--- config.mk ---
export PLATFORM = sky130hd
export DESIGN_NAME = mem_port_arbiter
export DESIGN_NICKNAME = d
export VERILOG_FILES = /design/src/rtl/mem_port_arbiter.sv
export SDC_FILE = /design/constraint.sdc
export NUM_CORES = 1
export LEC_CHECK = 0
export CORE_ASPECT_RATIO = 1.1
export CORE_MARGIN = 1
export CORE_UTILIZATION = 36
export CTS_BUF_LIST = sky130_fd_sc_hd__clkbuf_8
export CTS_CLUSTER_SIZE = 8
export DETAILED_ROUTE_END_ITERATION = 8
export PLACE_DENSITY = 0.84
export SLEW_MARGIN = 20
export SYNTH_ARGS = -nofsm -noshare
export SYNTH_HDL_FRONTEND = slang
export SYNTH_SLANG_ARGS = --single-unit
--- constraint.sdc ---
create_clock -name clk -period 1.55 [get_ports clk]
set_clock_uncertainty 0.2 [all_clocks]
set_input_delay 0.31 -clock clk [delete_from_list [all_inputs] [get_ports clk]]
set_output_delay 0.31 -clock clk [all_outputs]
set_load 0.01 [all_outputs]
--- src/rtl/mem_port_arbiter.sv ---
// Round-robin arbiter sharing one unified memory between the core and a debug/loader port.
// One access in flight at a time; reads wait out the memory's fixed latency before acking.
module mem_port_arbiter #(
    parameter int AW      = 32,
    parameter int DW      = 32,
    parameter int MEM_LAT = 1
) (
    input  logic          clk,
    input  logic          reset,
    input  logic          cpu_req,
    input  logic          cpu_we,
    input  logic [AW-1:0] cpu_addr,
    input  logic [DW-1:0] cpu_wdata,
    output logic          cpu_ack,
    output logic [DW-1:0] cpu_rdata,
    input  logic          dbg_req,
    input  logic          dbg_we,
    input  logic [AW-1:0] dbg_addr,
    input  logic [DW-1:0] dbg_wdata,
    output logic          dbg_ack,
    output logic [DW-1:0] dbg_rdata,
    input  logic          dbg_lock,
    output logic          mem_en,
    output logic          mem_we,
    output logic [AW-1:0] mem_addr,
    output logic [DW-1:0] mem_wdata,
    input  logic [DW-1:0] mem_rdata,
    output logic          busy
);

    localparam int CW = (MEM_LAT > 1) ? $clog2(MEM_LAT) : 1;
    localparam logic [CW-1:0] LAT_M1 = CW'(MEM_LAT - 1);

    typedef enum logic [1:0] {IDLE, ACCESS, WAIT, RESP} state_t;
    typedef enum logic {OWN_CPU, OWN_DBG} owner_t;

    state_t        state_q, state_d;
    owner_t        owner_q, last_q, grant_owner;
    logic          grant_valid;
    logic          cpu_eligible;
    logic          we_q;
    logic [AW-1:0] addr_q;
    logic [DW-1:0] wdata_q;
    logic [CW-1:0] cnt_q;
    logic [DW-1:0] cpu_rdata_q, dbg_rdata_q;
    logic          capture;

    // NOTE: every variable gets a default before the case so no path leaves it unassigned (no latches).
    always_comb begin
        cpu_eligible = cpu_req & ~dbg_lock;
        grant_valid  = cpu_eligible | dbg_req;
        grant_owner  = dbg_req ? OWN_DBG : OWN_CPU;
        if (cpu_eligible && dbg_req) begin
            grant_owner = (last_q == OWN_CPU) ? OWN_DBG : OWN_CPU;
        end

        state_d = state_q;
        case (state_q)
            IDLE:    if (grant_valid) state_d = ACCESS;
            ACCESS:  state_d = we_q ? RESP : WAIT;
            WAIT:    if (cnt_q == '0) state_d = RESP;
            RESP:    state_d = IDLE;
            default: state_d = IDLE;
        endcase
    end

    // Reads always pass through WAIT for MEM_LAT cycles, so the last WAIT cycle is ACCESS+MEM_LAT.
    assign capture = (state_q == WAIT) && (cnt_q == '0);

    // NOTE: sequential state uses non-blocking assignments so every register samples pre-edge values.
    // NOTE: the data registers are reset too, because they drive outputs that must read 0 after reset.
    always_ff @(posedge clk) begin
        if (reset) begin
            state_q     <= IDLE;
            owner_q     <= OWN_CPU;
            last_q      <= OWN_DBG;
            we_q        <= 1'b0;
            addr_q      <= '0;
            wdata_q     <= '0;
            cnt_q       <= '0;
            cpu_rdata_q <= '0;
            dbg_rdata_q <= '0;
        end else begin
            state_q <= state_d;

            if (state_q == IDLE && grant_valid) begin
                owner_q <= grant_owner;
                last_q  <= grant_owner;
                we_q    <= (grant_owner == OWN_DBG) ? dbg_we    : cpu_we;
                addr_q  <= (grant_owner == OWN_DBG) ? dbg_addr  : cpu_addr;
                wdata_q <= (grant_owner == OWN_DBG) ? dbg_wdata : cpu_wdata;
            end

            if (state_q == ACCESS) begin
                cnt_q <= LAT_M1;
            end else if (state_q == WAIT && cnt_q != '0) begin
                cnt_q <= cnt_q - CW'(1);
            end

            if (capture) begin
                if (owner_q == OWN_DBG) dbg_rdata_q <= mem_rdata;
                else                    cpu_rdata_q <= mem_rdata;
            end
        end
    end

    assign mem_en    = (state_q == ACCESS);
    assign mem_we    = mem_en & we_q;
    assign mem_addr  = addr_q;
    assign mem_wdata = wdata_q;
    assign busy      = (state_q != IDLE);
    assign cpu_ack   = (state_q == RESP) && (owner_q == OWN_CPU);
    assign dbg_ack   = (state_q == RESP) && (owner_q == OWN_DBG);
    assign cpu_rdata = cpu_rdata_q;
    assign dbg_rdata = dbg_rdata_q;

endmodule

==> metrics, run 1 <==
status finished, violations left; failing checks setup timing; final hold violations 0; HP Class input port to flip-flop; Final ANT Viol Nets 0; Cell Area, Synth 5340 um^2; synthesized area per cell 7.87 um^2; normalized max-slew margin 73.5%; GRT Total Usage 24.4%; overflow left after global routing 0; net switching power 6920 uW; cts bufs inserted 17; Internal Power 10700 uW; DP HPWL 12800 um; worst slew pin tran 397 ps; Slew Limit Fails 0; Syn. warnings 0; CTS tree built; reg2reg end mem_addr[25]$_SDFFE_PP0P_; # diodes 0; layout cells sized above 1 55.9%; ys flop type dfxtp_1; critical path class flip-flop to flip-flop; Post-Syn Instances 678; number of synthesized flops with an enable pin 0; Clock transition at path regs 80 ps; RSZ-0062 raised after global routing true; Seq pwr share 28.1%; HP Start cpu_addr[16]; CTS max path bufs 2; FF+latch count, synth 134; Reg2Reg Setup Slack -280 ps; fillers 866; worst r2r src state_q[1]$_SDFFE_PP0P_; register area share after synthesis 50.3%; htree depth 4; largest net degree at the start of global routing 42; CP Capture Type flip-flop; Final Cycle Share 118%; Die X-Extent 118 um; largest cells by area after synthesis dfxtp_1 50%, nand2_1 14%, a21oi_1 12%; sw frac 39.2%; min Tclk post-route 1830 ps; Yosys top cell area share 50.3%; DR WL/cell 19.6 um; Final Core Density 77.2%; io pins 300; CTS root buffer clkbuf_8; leak pwr 0.00428 uW; first-pass GRT wire length 29000 um; vias in the first global route 5745; most frequent cells in the layout 165 x clkdlybuf4s50_1, 137 x nand2_1, 85 x a21oi_2; clk_lat worst skew 440 ps; VDD IR max 955 uV; Clk pwr share 15.7%; Syn-to-layout area delta 109%; post-synth net total 850; DR vias 6626; initial DRC count 360; DRC 0; gpl congestion 0.790; Setup Viol. Count Final 142; antenna violations before repair 0; Yosys top cell by area dfxtp_1; critical path endpoint mem_addr[25]$_SDFFE_PP0P_; final instance area 11100 um^2; Clock Sinks 134; Startpoint Class flip-flop; Max Cap Viol 0; Starting Density 36.9%; required time worst endpoint 1680 ps; Pre-antenna DRT Iters 4; Total Routed Length 24500 um; row cnt 46; Post-synth ARST share 0%; Max FO, Critical Path 7; multi-input logic area 3680 um^2; combinational share of power 56.2%; Port Buffers 299; Max Freq 548 MHz; die area 15300 um^2; Final Worst Setup Slack -276 ps; Unique masters post-synth 29; vias per cell 5.30; CP arrival 1960 ps; Setup crit start state_q[1]$_SDFFE_PP0P_; Die Y 130 um; commonest non-fill, non-tap cell in the layout clkdlybuf4s50_1; Sequential Area 2790 um^2; # nets final 1218; Reg2Reg Depth 8; placed instance area 8780 um^2; core area 14400 um^2; power per cell area 1580 nW/um^2
-- through the flow --
step	std cells	power [uW]	TNS, ps	hold WS, ps	setup WS [ps]
6_report	1251	17700	-23050	207	-276
5_1_grt	1251	18500	-31380	202	-337
4_1_cts	1203	14500	-20600	173	-274
3_5_place_dp	1157	11000	-37920	242	-552
3_3_place_gp	1157	10800	-33200	238	-449
2_1_floorplan	678	7860	-3770	246	-56.2
-- layer usage --
layer	vias up	wire (um)	global-route usage, %
met3	69	1790	7.47
li1	3024	-	-
met2	339	12800	43.4
met4	0	969	11.7
met1	3194	8940	26.6
met5	-	0	0
-- Yosys cell counts, types with 2 or more instances --
master and n:
inv_1 3, a21oi_1 128, a211oi_1 65, nor3_1 2
ha_1 5, nor4_1 2, buf_6 5, nand2_1 196
buf_2 25, dfxtp_1 134, buf_4 2, clkbuf_1 25
nand3b_1 2, nor2_1 68, and2_1 2
-- worst min-delay path by stage --
| stage | endpoint | slack, ps | depth (start not counted) |
|---|---|---|---|
| 6_report | mem_addr[16]$_SDFFE_PP0P_ | 210 | 3 |
| 5_1_grt | mem_wdata[31]$_SDFFE_PP0P_ | 200 | 3 |
| 2_1_floorplan | cpu_rdata[0]$_SDFFE_PP0P_ | 250 | 2 |
| 4_1_cts | mem_addr[16]$_SDFFE_PP0P_ | 170 | 3 |
| 3_5_place_dp | cpu_rdata[25]$_SDFFE_PP0P_ | 240 | 2 |
| 3_3_place_gp | cpu_rdata[21]$_SDFFE_PP0P_ | 240 | 2 |
-- what timing repair did --
| item | in CTS | in global routing |
|---|---|---|
| setup buffers | 8 | 37 |
| gates cloned | 5 | 15 |
| pin swaps | 1 | 147 |
| setup endpoints to repair | 260 | 232 |
| hold buffers | 1 | 0 |
| resized for setup | 446 | 468 |
| hold endpoints to repair | 7 | 0 |
-- area by class of cell --
cell class,instances,share of cell area (%)
sequential,134,25.1
timing repair buffer,406,36.4
inverter,3,0.168
tap,192,2.16
clock buffer,17,2.10
multi-input combinational,484,33.0
clock inverter,15,1.18
-- power by group through the flow --
stage	Sequential, uW	Clock [uW]	Combinational (uW)
after floorplan	5140	0	2720
after global placement	4770	0	6070
after detailed placement	4800	0	6180
after CTS	4750	2800	6910
after global routing	5050	2980	10500
final	4960	2780	9930
-- critical path, cell delays in order, from the launching register on --
cell	delay (ps)
dfxtp_4	360
inv_4	80
ha_4	180
buf_6	110
o21a_4	190
buf_12	140
clkbuf_16	140
nor2_1	40
a211oi_1	260
-- cell families after synthesis --
kind of cell | count (synthesis) | synth area share (%)
and+or+nand+nor | 279 | 20.8
AOI/OAI and AO/OA | 199 | 22.0
DFF | 134 | 50.3
buffers and inverters | 60 | 5.65
adders and majority gates | 5 | 1.17
muxes | 1 | 0.188
-- registers in the layout (all words and copies together), names as in the netlist, 2 cells and up --
register	cells
mem_addr	32
mem_wdata	32
dbg_rdata	32
state_q	2
cpu_rdata	32
(Power assumes the default switching activity.)
==> inputs of run 2 (changes only) <==
--- a/config.mk
+++ b/config.mk
@@ -5,13 +5,16 @@
 export SDC_FILE = /design/constraint.sdc
 export NUM_CORES = 1
 export LEC_CHECK = 0
+export CELL_PAD_IN_SITES_DETAIL_PLACEMENT = 0
+export CELL_PAD_IN_SITES_GLOBAL_PLACEMENT = 2
 export CORE_ASPECT_RATIO = 1.1
 export CORE_MARGIN = 1
-export CORE_UTILIZATION = 36
+export CORE_UTILIZATION = 22
 export CTS_BUF_LIST = sky130_fd_sc_hd__clkbuf_8
 export CTS_CLUSTER_SIZE = 8
 export DETAILED_ROUTE_END_ITERATION = 8
-export PLACE_DENSITY = 0.84
+export GPL_TIMING_DRIVEN = 0
+export PLACE_DENSITY = 0.92
 export SLEW_MARGIN = 20
 export SYNTH_ARGS = -nofsm -noshare
 export SYNTH_HDL_FRONTEND = slang
==> constraint.sdc (replaced) <==
create_clock -name clk -period 2.2 [get_ports clk]
set_clock_uncertainty 0.2 [all_clocks]
set_input_delay 0.44 -clock clk [delete_from_list [all_inputs] [get_ports clk]]
set_output_delay 0.44 -clock clk [all_outputs]
set_load 0.01 [all_outputs]
==> run 2 against run 1 <==
Compared with the run above:
- the run now ends clean
- critical path depth is 5 lower
- sequential share of layout area is 4.4 points higher
- combinational power is 59% lower
- sequential cell count stayed put
- first-iteration DRC count is 57% lower
- worst hold slack better by 49 ps
- non-clock buffer count is 51 lower
- wire length is 14% lower
- final cell count is 5.0% higher
- clock power is 17% lower
- register-to-register slack better by 550 ps
- total power is 45% lower
- critical path type is now flip-flop to output port
- highest routed layer unchanged
==> metrics, run 2 (synthesis results as in run 1) <==
min Tclk post-route 2090 ps; largest net degree at the start of global routing 17 (-60%); sw frac 36.5% (-2.7 points); Port Buffers 298 (-0.33%); Pre-antenna DRT Iters 4 (unchanged); leak pwr 0.00334 uW (-22%); RSZ-0062 raised after global routing false; worst slew pin tran 676 ps (+279 ps); antenna violations before repair 0 (unchanged); gpl congestion 0.809 (+2.4%); Setup Viol. Count Final 0 (-100%); GR peak layer met2; combinational share of power 42.0% (-14 points); core area 23700 um^2 (+64%); Die X-Extent 150 um (+27%); Setup Buffers After CTS 0 (-8); Final Worst Setup Slack 106 ps (+381 ps); Final ANT Viol Nets 0 (unchanged); die area 24900 um^2 (+62%); first-pass GRT wire length 32100 um (+10%); met3 usage 6.35% (-1.1 points); HP Class flip-flop to flip-flop; htree depth 4 (unchanged); Total Routed Length 21100 um (-14%); normalized max-slew margin 55.0% (-19 points); required time worst endpoint 1560 ps (-120 ps); vias in the first global route 5801 (+0.97%); layout cells sized above 1 7.84% (-48 points); power per cell area 1070 nW/um^2 (-33%); Seq pwr share 34.4% (+6.3 points); placed instance area 8700 um^2 (-0.90%); Starting Density 22.5% (-14 points); overflow left after global routing 0 (unchanged); # diodes 0 (unchanged); VDD IR max 421 uV (-56%); Slew Limit Fails 0 (unchanged); CTS root buffer clkbuf_8; Internal Power 6180 uW (-42%); row cnt 59 (+28%); GRT Total Usage 17.0% (-7.3 points); vias per cell 4.42 (-17%); Clk pwr share 23.6% (+7.9 points); status completed; DRC 0 (unchanged); Post-Place Setup Slack -199 ps (+352 ps); cts bufs inserted 17 (unchanged); critical path class flip-flop to output port; final hold violations 0 (unchanged); initial DRC count 153 (-57%); met1 Resource Use GR 19.6% (-7.1 points); Clock Sinks 134 (unchanged); CTS tree built; Max Freq 477 MHz; total power 9730 uW (-45%); Die Y 165 um (+27%); Clock transition at path regs 80 ps (about the same); CP arrival 1450 ps (-510 ps); final instance area 9140 um^2 (-18%); Final Cycle Share 95.2%; grt met2 use 28.8% (-15 points); most frequent cells in the layout 293 x clkdlybuf4s50_1, 196 x nand2_1, 132 x dfxtp_1; Max FO, Critical Path 5 (-2); Max Cap Viol 0 (unchanged); DP HPWL 15800 um (+24%); clk_lat worst skew 440 ps (about the same); net switching power 3560 uW (-49%); DR WL/cell 16.1 um (-18%); io pins 300 (unchanged); # nets final 1167 (-4.2%); CP Capture Type output port; CTS max path bufs 2 (unchanged); Startpoint Class flip-flop; Sum Neg Setup Slack 0 ps (+23050 ps); commonest non-fill, non-tap cell in the layout clkdlybuf4s50_1; DR vias 5803 (-12%); Syn-to-layout area delta 71.3%
[run 2: cell types whose count changed in the layout (fill, tap and decap cells not counted), sizes merged]
| cell | before | now |
|---|---|---|
| clkdlybuf4s50 | 165 | 293 |
| dlygate4sd3 | 1 | 0 |
| clkdlybuf4s15 | 55 | 1 |
| buf | 156 | 33 |
| inv | 8 | 10 |
| dlygate4sd2 | 0 | 2 |
| bufinv | 1 | 3 |
| clkinv | 5 | 3 |
| clkbuf | 46 | 43 |
| clkinvlp | 4 | 2 |
[run 2: path summary, 6_finish.rpt]
path | from | end | slack (ps) | depth (start not counted)
max | state_q[1]$_SDFFE_PP0P_ | dbg_ack | 110 | 3
min | cpu_rdata[31]$_SDFFE_PP0P_ | cpu_rdata[31]$_SDFFE_PP0P_ | 260 | 2
max reg2reg | state_q[0]$_SDFFE_PP0P_ | cpu_rdata[25]$_SDFFE_PP0P_ | 270 | 7
min reg2reg | cpu_rdata[31]$_SDFFE_PP0P_ | cpu_rdata[31]$_SDFFE_PP0P_ | 260 | 2
[run 2: stage by stage]
step | hold WS (ps) | std cells | util [%]
CTS | 258 | 1313 | 38.6
global route | 275 | 1313 | 38.6
detailed placement | 246 | 1281 | 36.7
global placement | 243 | 1281 | 36.7
finish | 256 | 1313 | 38.6
floorplan | 260 | 678 | -
[run 2: critical path, cell delays in order (launching register included)]
cell and delay [ps]:
dfxtp_4 370, ha_1 190, and2_1 160, dlygate4sd2_1 290
[run 2: area by class of cell]
type                       instances  area [um^2]
multi-input combinational        484         2370
inverter                           3         11.3
timing repair buffer             298         2970
sequential                       134         2690
fill                            2506        14600
clock buffer                      17          234
buffer                            57          294
tap                              305          382
clock inverter                    15          191
[run 2: power groups by stage]
| stage | Sequential [uW] | Clock (uW) | Combinational [uW] |
|---|---|---|---|
| after global routing | 3430 | 2470 | 4550 |
| after global placement | 3380 | 0 | 4100 |
| after detailed placement | 3390 | 0 | 4100 |
| final | 3350 | 2300 | 4090 |
| after floorplan | 3610 | 0 | 1760 |
| after CTS | 3350 | 2390 | 4130 |
[run 2: metal layers]
| metal | wire, um | up-vias |
|---|---|---|
| met3 | 2050 | 22 |
| met2 | 10100 | 237 |
| met5 | 0 | - |
| met4 | 333 | 0 |
| li1 | - | 2922 |
| met1 | 8610 | 2622 |
[run 2: timing repair]
action | in CTS | in global routing
hold buffers | 0 | 0
endpoints found under the setup margin | 5 | 32
gates resized for setup | 17 | 9
